$ cat src/rtl/wbm_cmd_master.sv
// Wishbone classic single-cycle master fed by a valid/ready command port and
// returning results on a valid/ready response port. Define WBM_TIMEOUT_EN to build the bus-timeout abort.
module wbm_cmd_master #(
   parameter int TIMEOUT_CYCLES = 255
) (
   input  logic        wb_clk_i,
   input  logic        wb_rst_ni,
   input  logic        cmd_valid_i,
   output logic        cmd_ready_o,
   input  logic        cmd_we_i,
   input  logic [31:0] cmd_adr_i,
   input  logic [31:0] cmd_dat_i,
   input  logic [3:0]  cmd_sel_i,
   output logic        rsp_valid_o,
   input  logic        rsp_ready_i,
   output logic [31:0] rsp_dat_o,
   output logic        rsp_err_o,
   output logic        wbm_cyc_o,
   output logic        wbm_stb_o,
   output logic        wbm_we_o,
   output logic [31:0] wbm_adr_o,
   output logic [31:0] wbm_dat_o,
   output logic [3:0]  wbm_sel_o,
   input  logic        wbm_ack_i,
   input  logic [31:0] wbm_dat_i
);

   // state | meaning
   // IDLE  | ready for a command, no bus cycle
   // BUS   | cyc/stb asserted, waiting for ack (or timeout)
   // RESP  | response held until consumer takes it
   typedef enum logic [1:0] {IDLE = 2'd0, BUS = 2'd1, RESP = 2'd2} state_t;

   state_t state_q, state_d;
   logic   accept;
   logic   bus_done;
   logic   timeout;

   if (TIMEOUT_CYCLES < 1 || TIMEOUT_CYCLES > 65535) begin : g_bad_timeout
      $error("TIMEOUT_CYCLES out of range 1..65535");
   end

   assign accept   = (state_q == IDLE) && cmd_valid_i;
   assign bus_done = (state_q == BUS) && (wbm_ack_i || timeout);

`ifdef WBM_TIMEOUT_EN
   localparam int CW = $clog2(TIMEOUT_CYCLES + 1);
   localparam logic [CW-1:0] TO_LAST = CW'(TIMEOUT_CYCLES - 1);

   logic [CW-1:0] to_cnt_q;
   logic          rsp_err_q;

   always_ff @(posedge wb_clk_i or negedge wb_rst_ni) begin
      if (!wb_rst_ni) begin
         to_cnt_q <= '0;
      end else if (accept) begin
         to_cnt_q <= '0;
      end else if (state_q == BUS && !wbm_ack_i) begin
         to_cnt_q <= to_cnt_q + 1'b1;
      end
   end

   // Ack at the terminal edge still counts as success.
   assign timeout = (state_q == BUS) && !wbm_ack_i && (to_cnt_q == TO_LAST);

   always_ff @(posedge wb_clk_i or negedge wb_rst_ni) begin
      if (!wb_rst_ni) begin
         rsp_err_q <= 1'b0;
      end else if (bus_done) begin
         rsp_err_q <= !wbm_ack_i;
      end
   end

   assign rsp_err_o = rsp_err_q;
`else
   assign timeout   = 1'b0;
   assign rsp_err_o = 1'b0;
`endif

   always_ff @(posedge wb_clk_i or negedge wb_rst_ni) begin
      if (!wb_rst_ni) state_q <= IDLE;
      else            state_q <= state_d;
   end

   always_comb begin
      state_d = state_q;
      case (state_q)
         IDLE:    if (cmd_valid_i) state_d = BUS;
         BUS:     if (wbm_ack_i || timeout) state_d = RESP;
         RESP:    if (rsp_ready_i) state_d = IDLE;
         default: state_d = IDLE;
      endcase
   end

   // Held low during reset so nothing is accepted before release.
   always_comb begin
      cmd_ready_o = (state_q == IDLE) && wb_rst_ni;
   end

   always_ff @(posedge wb_clk_i or negedge wb_rst_ni) begin
      if (!wb_rst_ni) begin
         wbm_cyc_o   <= 1'b0;
         wbm_stb_o   <= 1'b0;
         wbm_we_o    <= 1'b0;
         wbm_adr_o   <= '0;
         wbm_dat_o   <= '0;
         wbm_sel_o   <= '0;
         rsp_valid_o <= 1'b0;
         rsp_dat_o   <= '0;
      end else begin
         if (accept) begin
            wbm_cyc_o <= 1'b1;
            wbm_stb_o <= 1'b1;
            wbm_we_o  <= cmd_we_i;
            wbm_adr_o <= cmd_adr_i;
            wbm_dat_o <= cmd_dat_i;
            wbm_sel_o <= cmd_sel_i;
         end
         if (bus_done) begin
            wbm_cyc_o   <= 1'b0;
            wbm_stb_o   <= 1'b0;
            wbm_we_o    <= 1'b0;
            rsp_valid_o <= 1'b1;
            rsp_dat_o   <= (wbm_ack_i && !wbm_we_o) ? wbm_dat_i : 32'h0;
         end
         if (state_q == RESP && rsp_ready_i) begin
            rsp_valid_o <= 1'b0;
         end
      end
   end

endmodule

$ cat config.mk
export PLATFORM = sky130hd
export DESIGN_NAME = wbm_cmd_master
export DESIGN_NICKNAME = d
export VERILOG_FILES = /design/src/rtl/wbm_cmd_master.sv
export SDC_FILE = /design/constraint.sdc
export NUM_CORES = 1
export LEC_CHECK = 0
export BUFFER_PORTS_ARGS = -buffer_cell sky130_fd_sc_hd__buf_2
export CAP_MARGIN = 0
export CORE_MARGIN = 4
export CORE_UTILIZATION = 41
export CTS_BUF_LIST = sky130_fd_sc_hd__clkbuf_4 sky130_fd_sc_hd__clkbuf_8
export CTS_CLUSTER_DIAMETER = 100
export DETAILED_ROUTE_END_ITERATION = 10
export PLACE_DENSITY = 0.73
export SLEW_MARGIN = 0
export SYNTH_ARGS = -nofsm -noshare
export SYNTH_HDL_FRONTEND = slang
export SYNTH_SLANG_ARGS = --single-unit
$ cat constraint.sdc
create_clock -name wb_clk_i -period 4.6 [get_ports wb_clk_i]
set_input_delay 0.46 -clock wb_clk_i [delete_from_list [all_inputs] [get_ports wb_clk_i]]
set_output_delay 0.46 -clock wb_clk_i [all_outputs]
set_load 0.03 [all_outputs]
==> flow_summary.toml <==
[clock_network]
cts_sinks = 105
cts.path.max_buffers = 2
cts_setup_buffers = 0
clk_pin_slew_ns = 0.09
cts_tree = "done"
cts_made_buffers = 9
clkLatencyLatePin_ns = 0.35
cts_root_buf = "clkbuf_8"
htreeDepth = 3
post_cts_resized = 0
postCtsHoldBufs = 0

[detailed_routing]
highest-signal-layer = "met5"
dr_wl_met3_um = 991
ant_nets = 0
drt-met1-wl_um = 3950
dr.pass1.iters = 3
vias = 2981
drtIter0Drc = 123
wire_per_inst_um = 15.1
vias_per_cell = 4.58
drt_wl_total_um = 9830
drcViolationCount = 0
route.met2.wl_um = 4710

[layout]
layout_common_cells = "buf_2, dfrtp_1, mux2_2, nand2b_1, nand2_1"
final_cell_count_no_fill = 651
drive_above_1_share_pct = 57.3
final_nets = 621
fillers = 852
layout_commonest_cell = "buf_2"
n_antenna_cell = 0
synthToLayoutAreaGrowth_pct = 30.4

[logic_synthesis]
yosysWarningCount = 0
synth_cell_type_count = 23
syn-cell-area_um2 = 4210
postSynthAreaPerCell_um2 = 13.5
syn_inst = 312
ys_seq_area_share_pct = 62.4
synth_seq_cells = 105
synth_nets = 418

[timing]
slew_headroom_pct = 36.7
setup_tns_ns = 0
min_period_ns = 2.07
worstMarginPinSlew_ns = 0.949
hold_viol = 0
fin_crit_sh_pct = 45.0
finalSetupViolCount = 0
rsz0062_at_grt = "false"
finClkSkew_ns = 0.00573
maxSlewViolCount = 0
maxClockFrequency_mhz = 483

[grt]
antenna_found_initial = 2
grt_use_total_pct = 15.9
grt_pass1_wl_um = 14700
grt_pass1_vias = 2982
grt_max_degree = 69
grt_overflow_total = 0

[flow_run]
cap_violations = 0

[setup_path]
cp-end-kind = "flip-flop"
crit_type = "flip-flop to flip-flop"
critPathBufInv = 1
cp_top_family = "buffers and inverters"
crit_slowest_cell = "buf_4"
required_ns = 4.83
cpPeakStageDelay_ns = 0.73
cp.arrival_ns = 2.30
path_cells = "nor2b_2 > nor2b_4 > buf_4 > mux2_2"
critPathMaxFanout = 68
critPathLaunchType = "flip-flop"

[power]
ir_worst_vdd_mv = 0.334
total_power_uw = 4390
p_leak_uw = 0.00280
p_per_area_nw_per_um2 = 799

[die]
die_h_um = 109
die-area_um2 = 12000
io_pins = 212
die_x_um = 109
num_rows = 36
core_um2 = 9910
start_util_pct = 42.5

[place]
dp_cells = 637
io_buffer_count = 210
hpwl_um = 7430
gp_congestion = 0.702

[outcome]
status = "complete, no violations"

[min_path]
hp-class = "primary input to asynchronous set/reset pin"
-- power breakdown --
part | internal (µW) | switching, µW
combinational | 822 | 1430
clock | 227 | 289
sequential | 1370 | 257
-- flip-flops by register name, indices dropped and copies added, names as in the netlist --
signal / flops
rsp_valid_o: 1
wbm_sel_o: 4
wbm_stb_o: 1
wbm_dat_o: 32
wbm_adr_o: 32
wbm_we_o: 1
state_q: 2
rsp_dat_o: 32
-- final timing paths --
| check | endpoint | slack [ns] | start | cells past startpoint |
|---|---|---|---|---|
| worst max-delay path | wbm_adr_o[9]$_DFFE_PN0P_ | 2.53 | state_q[1]$_DFFE_PN0P_ | 4 |
| worst min-delay path | wbm_adr_o[6]$_DFFE_PN0P_ | 0.1 | wb_rst_ni | 1 |
| worst max register to register | wbm_adr_o[9]$_DFFE_PN0P_ | 2.53 | state_q[1]$_DFFE_PN0P_ | 4 |
| worst min register to register | rsp_dat_o[30]$_DFFE_PN0P_ | 0.48 | rsp_dat_o[30]$_DFFE_PN0P_ | 2 |
| max in group asynchronous | rsp_dat_o[4]$_DFFE_PN0P_ | 3.36 | wb_rst_ni | 2 |
| min in group wb_clk_i | state_q[1]$_DFFE_PN0P_ | 0.29 | rsp_ready_i | 2 |
-- kinds of logic (layout without fill, tap and decap cells) --
logic type | Yosys count | count (layout) | share of synthesized area [%]
buffers and inverters | 23 | 229 | 3.39
AOI/OAI and AO/OA | 40 | 40 | 4.90
muxes | 68 | 68 | 20.0
and+or+nand+nor | 75 | 75 | 9.30
DFF | 105 | 105 | 62.4
other | 1 | 1 | 0.0890
-- synthesized netlist by cell type (all sizes together) --
| library cell | instances | area, µm² |
|---|---|---|
| dfrtp | 105 | 2630 |
| o21ai | 34 | 170 |
| nand3b | 1 | 7.51 |
| buf | 13 | 105 |
| nand2b | 34 | 213 |
| conb | 1 | 3.75 |
| nor3b | 1 | 7.51 |
| nor2b | 3 | 28.8 |
| nor2 | 2 | 7.51 |
| nand2 | 34 | 128 |
| mux2 | 68 | 841 |
| o31ai | 1 | 7.51 |
| a21oi | 4 | 20.0 |
| clkbuf | 8 | 30.0 |
| inv | 2 | 7.51 |
| o2bb2ai | 1 | 8.76 |
-- stage by stage --
stage | hold WS (ns) | area [µm²] | utilization (%) | setup slack, ns
3_3_place_gp | 0.460 | 5320 | 53.7 | 2.44
3_5_place_dp | 0.465 | 5320 | 53.7 | 2.41
5_1_grt | 0.136 | 5490 | 55.4 | 2.42
4_1_cts | 0.0968 | 5490 | 55.4 | 2.53
2_1_floorplan | 0.164 | 4210 | - | 2.89
6_report | 0.0975 | 5490 | 55.4 | 2.53
-- layout make-up --
class                      instances  area, µm²  area share [%]
sequential                       105       2630            47.8
multi-input combinational        184       1440            26.3
timing repair buffer             213       1080            19.6
tap                              133        166            3.03
clock buffer                      12        159            2.89
clock inverter                     2       15.0           0.273
inverter                           2       7.51           0.137
-- routing by layer --
layer / vias up / GRT usage [%]
met3: 16 / 5.17
met4: 4 / 5.97
li1: 1445 / -
met1: 1386 / 18.8
met2: 130 / 26.9
met5: - / 0
Note: power is estimated with default switching activity, not from simulation.
